===== src/rtl/lc3b_types.sv =====
// Shared types for the L1-to-L2 memory path: word/line widths, the
// arbiter client identifiers and states, and the round-robin pick helper.
package lc3b_types;

  typedef logic [15:0]  lc3b_word;
  typedef logic [127:0] lc3b_c_line;

  // Which L1 client owns (or last owned) the L2 port.
  typedef enum logic {
    ARB_I = 1'b0,
    ARB_D = 1'b1
  } arb_client_t;

  // Arbiter states: free, or holding the L2 port for one client.
  typedef enum logic [1:0] {
    ST_IDLE   = 2'd0,
    ST_BUSY_I = 2'd1,
    ST_BUSY_D = 2'd2
  } arb_state_t;

  // Round-robin pick: a lone requester wins; on contention the client
  // that was not served last wins. Only meaningful when a request exists.
  function automatic arb_client_t rr_pick(input logic req_i,
                                          input logic req_d,
                                          input arb_client_t last);
    arb_client_t pick;
    if (req_i && req_d) begin
      pick = (last == ARB_I) ? ARB_D : ARB_I;
    end else if (req_i) begin
      pick = ARB_I;
    end else begin
      pick = ARB_D;
    end
    return pick;
  endfunction

endpackage


===== src/rtl/l1_arbiter.sv =====
// l1_arbiter: merges the I-cache and D-cache physical-memory ports into a
// single request port toward L2. One client owns the port from grant until
// the L2 completion pulse; contention is resolved round-robin. The request
// (op, address, write line) is captured at grant so L2 sees stable values
// regardless of what the L1 drives afterwards.
module l1_arbiter
  import lc3b_types::*;
#(
  parameter int ADDR_WIDTH = $bits(lc3b_word),
  parameter int LINE_WIDTH = $bits(lc3b_c_line)
) (
  input  logic                  clk,
  input  logic                  reset,
  // I-cache side
  input  logic                  i_read,
  input  logic                  i_write,
  input  logic [ADDR_WIDTH-1:0] i_address,
  input  logic [LINE_WIDTH-1:0] i_wdata,
  output logic                  i_resp,
  output logic [LINE_WIDTH-1:0] i_rdata,
  // D-cache side
  input  logic                  d_read,
  input  logic                  d_write,
  input  logic [ADDR_WIDTH-1:0] d_address,
  input  logic [LINE_WIDTH-1:0] d_wdata,
  output logic                  d_resp,
  output logic [LINE_WIDTH-1:0] d_rdata,
  // L2 side
  output logic                  l2_read,
  output logic                  l2_write,
  output logic [ADDR_WIDTH-1:0] l2_address,
  output logic [LINE_WIDTH-1:0] l2_wdata,
  input  logic                  l2_resp,
  input  logic [LINE_WIDTH-1:0] l2_rdata
);

  arb_state_t              state_q,      state_d;
  arb_client_t             last_grant_q, last_grant_d;
  logic                    l2_read_q,    l2_read_d;
  logic                    l2_write_q,   l2_write_d;
  logic [ADDR_WIDTH-1:0]   l2_address_q, l2_address_d;
  logic [LINE_WIDTH-1:0]   l2_wdata_q,   l2_wdata_d;

  logic                    req_i;
  logic                    req_d;
  arb_client_t             grantee;

  // Request detection and round-robin choice among the current requesters.
  always_comb begin
    req_i   = i_read | i_write;
    req_d   = d_read | d_write;
    grantee = rr_pick(req_i, req_d, last_grant_q);
  end

  // Next-state: grant and capture in IDLE, hold while busy, release on L2 completion.
  always_comb begin
    state_d      = state_q;
    last_grant_d = last_grant_q;
    l2_read_d    = l2_read_q;
    l2_write_d   = l2_write_q;
    l2_address_d = l2_address_q;
    l2_wdata_d   = l2_wdata_q;
    case (state_q)
      ST_IDLE: begin
        if (req_i || req_d) begin
          last_grant_d = grantee;
          if (grantee == ARB_I) begin
            state_d      = ST_BUSY_I;
            // read+write together is illegal; write takes precedence
            l2_write_d   = i_write;
            l2_read_d    = i_read & ~i_write;
            l2_address_d = i_address;
            l2_wdata_d   = i_wdata;
          end else begin
            state_d      = ST_BUSY_D;
            l2_write_d   = d_write;
            l2_read_d    = d_read & ~d_write;
            l2_address_d = d_address;
            l2_wdata_d   = d_wdata;
          end
        end else begin
          state_d = ST_IDLE;
        end
      end
      ST_BUSY_I, ST_BUSY_D: begin
        // The captured request is held even if the client drops its level.
        if (l2_resp) begin
          state_d    = ST_IDLE;
          l2_read_d  = 1'b0;
          l2_write_d = 1'b0;
        end else begin
          state_d = state_q;
        end
      end
      default: begin
        state_d    = ST_IDLE;
        l2_read_d  = 1'b0;
        l2_write_d = 1'b0;
      end
    endcase
  end

  // Completion routing: only the owning client sees the L2 pulse; rdata fans out to both.
  always_comb begin
    i_resp  = l2_resp && (state_q == ST_BUSY_I);
    d_resp  = l2_resp && (state_q == ST_BUSY_D);
    i_rdata = l2_rdata;
    d_rdata = l2_rdata;
  end

  // State and captured-request registers; reset abandons any in-flight L2 op.
  always_ff @(posedge clk) begin
    if (reset) begin
      state_q      <= ST_IDLE;
      last_grant_q <= ARB_D;
      l2_read_q    <= 1'b0;
      l2_write_q   <= 1'b0;
      l2_address_q <= {ADDR_WIDTH{1'b0}};
      l2_wdata_q   <= {LINE_WIDTH{1'b0}};
    end else begin
      state_q      <= state_d;
      last_grant_q <= last_grant_d;
      l2_read_q    <= l2_read_d;
      l2_write_q   <= l2_write_d;
      l2_address_q <= l2_address_d;
      l2_wdata_q   <= l2_wdata_d;
    end
  end

  assign l2_read    = l2_read_q;
  assign l2_write   = l2_write_q;
  assign l2_address = l2_address_q;
  assign l2_wdata   = l2_wdata_q;

endmodule

===== config.mk =====
export PLATFORM = sky130hd
export DESIGN_NAME = l1_arbiter
export DESIGN_NICKNAME = d
export VERILOG_FILES = /design/src/rtl/lc3b_types.sv /design/src/rtl/l1_arbiter.sv
export SDC_FILE = /design/constraint.sdc
export NUM_CORES = 1
export LEC_CHECK = 0
export CAP_MARGIN = 20
export CORE_AREA = 2 2 317 319
export DETAILED_ROUTE_END_ITERATION = 6
export DIE_AREA = 0 0 319 321
export DONT_BUFFER_PORTS = 1
export SLEW_MARGIN = 30
export SYNTH_ARGS = -nofsm -noshare
export SYNTH_HDL_FRONTEND = slang
export SYNTH_SLANG_ARGS = --single-unit

===== constraint.sdc =====
create_clock -name clk -period 2.4 [get_ports clk]
set_input_delay 0.36 -clock clk [delete_from_list [all_inputs] [get_ports clk]]
set_output_delay 0.36 -clock clk [all_outputs]
set_load 0.01 [all_outputs]

==> parameters.txt <==
Parameter                              Value

Finish
  Number of nets in the finished design ... 1217
  Synth-to-Final Area Change ... 36.7%
  Fill cell instance count of the final layout ... 11300
  Register area ... 2980 µm²
  Post-route core utilization ... 11.0%
  Area taken by multi-input logic gates ... 2620 µm²
  Final Cell Area ... 10900 µm²
  Proportion of layout cells with a drive suffix above 1 ... 5.47%
  Non-Filler Instances ... 2110

Setup path
  Kind of start point of the critical path ... flip-flop
  Data required time at the worst endpoint ... 2.77 ns
  Critical path peak fanout ... 84
  Category of the critical setup timing path ... flip-flop to flip-flop
  Element type at the critical path end ... flip-flop
  Data arrival time of the critical path ... 2.46 ns

Run
  Max-cap violation count ... 0

STA
  Peak clock frequency supported by timing ... 480 MHz
  Final setup violation count ... 0
  Slack of the critical path ... 0.317 ns
  Final period demand of the worst path ... 2.08 ns
  Fin Clk Skew ... 0.0203 ns
  Share of the clock period used by the worst path ... 86.8%
  Pins over their slew limit ... 0
  Hold Slack ... 0.0925 ns
  Relative max-transition margin ... 45.6%
  Summed negative setup slack over all endpoints ... 0 ns
  Slew at the pin closest to its max-slew limit ... 0.816 ns
  RSZ-0062 raised after global routing ... no
  Number of hold violations in the final report ... 0

Yosys
  Netlist cell types ... 34
  Number of flops mapped to enable cells by yosys ... 0
  Netlist Area Pre-Place ... 7960 µm²
  Top post-synthesis cells by area ... dfxtp_1 (37%), buf_4 (24%), a221o_1 (18%)
  Cell type with the largest total area after synthesis ... dfxtp_1
  Cell types with the highest counts after synthesis ... buf_4 (256), dfxtp_1 (149), a221o_1 (144), and3_1 (144), clkbuf_1 (41)
  Post-synth top flop ... dfxtp_1
  Net count after synthesis ... 1222
  Most frequently used cell type in the post-synthesis netlist ... buf_4
  Post-Syn Instances ... 796
  Number of flip-flops and latches in the synthesized netlist ... 149
  Asr flop ratio synth ... 0%
  Sequential area share after synthesis ... 37.5%
  Count of synthesis-stage warnings from yosys ... 0
  Yosys top cell area share ... 37.5%
  Average instance area after synthesis ... 10.0 µm²

GRT
  Global route total overflow ... 0
  Initial antenna violation count ... 10
  First-pass GRT wire length ... 53.3 mm
  Aggregate global-route resource usage ... 7.61%
  Vias in the first global route ... 6691
  Maximum number of pins on one net before global-route repair ... 145

Die
  Initial core utilization ... 8.01%
  Area enclosed by the die boundary ... 102000 µm²
  Placement Rows ... 116
  Total core area ... 99300 µm²
  IO Count ... 827
  Die Wd ... 319 µm
  Vertical die dimension ... 321 µm

Pwr
  Cell Pwr Density ... 802 nW/µm²
  Post-route total power ... 8.72 mW
  Static power due to leakage ... 4.25 nW
  Worst VDD drop ... 0.000450 V

Clock tree
  Clk pin slew, worst setup/hold paths ... 0.08 ns
  Maximum level of the CTS H-tree ... 4
  CTS Root Buffer Type ... clkbuf_16
  TritonCTS clock tree ... built
  Clk_lat worst skew ... 0.49 ns
  Number of buffers created by CTS ... 17
  Largest buffer count on any clock path ... 2
  Total clock sinks ... 149

Placement
  Routability congestion estimate ... 0.812
  Inst Count DP ... 1781
  Cell Area, Placed ... 7350 µm²
  Final HPWL DP ... 29.2 mm
  Worst setup slack after placement ... 0.449 ns
  Count of port buffers added during placement ... 0

Routing
  Routed len/inst ... 19.5 µm
  Number of violations reported at the end of detailed-routing iteration 0 ... 465
  Detailed-route wire length ... 41.1 mm
  Drt via density ... 3.10
  DRC violation count after routing ... 0
  DRT Pass-1 Iters ... 5
  Total number of vias ... 6532
  Antenna-violating nets left ... 0

Outcome
  Outcome ... complete, no violations

Hold path
  Type of the most critical hold path ... input pin to flip-flop
[registers in the layout, indices dropped and copies added (netlist names)]
| name | count |
|---|---|
| l2_read | 1 |
| last_grant_q | 1 |
| state_q | 2 |
| l2_write | 1 |
| l2_wdata | 128 |
| l2_address | 16 |
[layer usage]
metal / global-route usage (%) / vias to the layer above / part of all wire (%)
met4: 5.17 / 10 / 5.9
met5: 1.04 / - / 0.45
li1: - / 2722 / -
met1: 7.76 / 2985 / 37
met2: 10.6 / 682 / 41
met3: 5.87 / 133 / 16
[critical path, cell delays in order (launching register included)]
cell and delay, ns:
dfxtp_1 0.33, inv_1 0.07, ha_1 0.33, o41ai_4 0.14, buf_4 0.31, and3_1 0.35
a221o_1 0.28
[path summary, 6_finish.rpt]
path,startpoint,to,slack [ns],cells past startpoint
worst max-delay path,state_q[1],l2_wdata[54],0.32,6
worst min-delay path,d_write,l2_read,0.09,3
worst max register to register,state_q[1],l2_wdata[54],0.32,6
worst min register to register,state_q[0],state_q[0],0.49,2
[cells in the final DEF, fill, tap and decap left out, drive strengths merged, types with 2 or more instances in the layout]
master / instances
a21oi: 3
a221o: 144
and2: 2
and3: 144
buf: 7
bufinv: 2
clkbuf: 17
clkinv: 3
clkinvlp: 2
dfxtp: 149
diode: 8
dlygate4sd3: 289
ha: 3
inv: 13
nand2: 3
nand2b: 2
nand3: 2
nor2: 2
o32ai: 2
[cell families after synthesis]
group	after synthesis	share of synthesized area [%]
adder cells (fa/ha/maj)	3	0.472
flip-flops	149	37.5
AND/OR/NAND/NOR	161	12.6
AO/OA/AOI/OAI	158	19.7
buffers and inverters	325	29.7
[timing repair]
item	CTS	global route
hold endpoints to repair	148	0
hold buffers	289	0
buffers inserted	0	0
gates resized for setup	0	0
[cell type report]
type                            count  share of cell area, %
Inverter                            5                  0.196
Timing Repair Buffer              296                   27.5
Clock buffer                       17                   3.91
Clock inverter                     15                   1.71
Tap cell                         1298                   14.9
Antenna cell                        8                  0.184
Sequential cell                   149                   27.4
Multi-Input combinational cell    322                   24.1
[report_power, final]
part	switching [mW]	internal, mW	leakage, nW	total (mW)
logic	0.843	0.890	2.72	1.73
registers	0.976	3.03	1.23	4.00
clock network	1.41	1.58	0.294	2.98
total	3.22	5.49	4.25	8.72
Note: power is estimated with default switching activity, not from simulation.
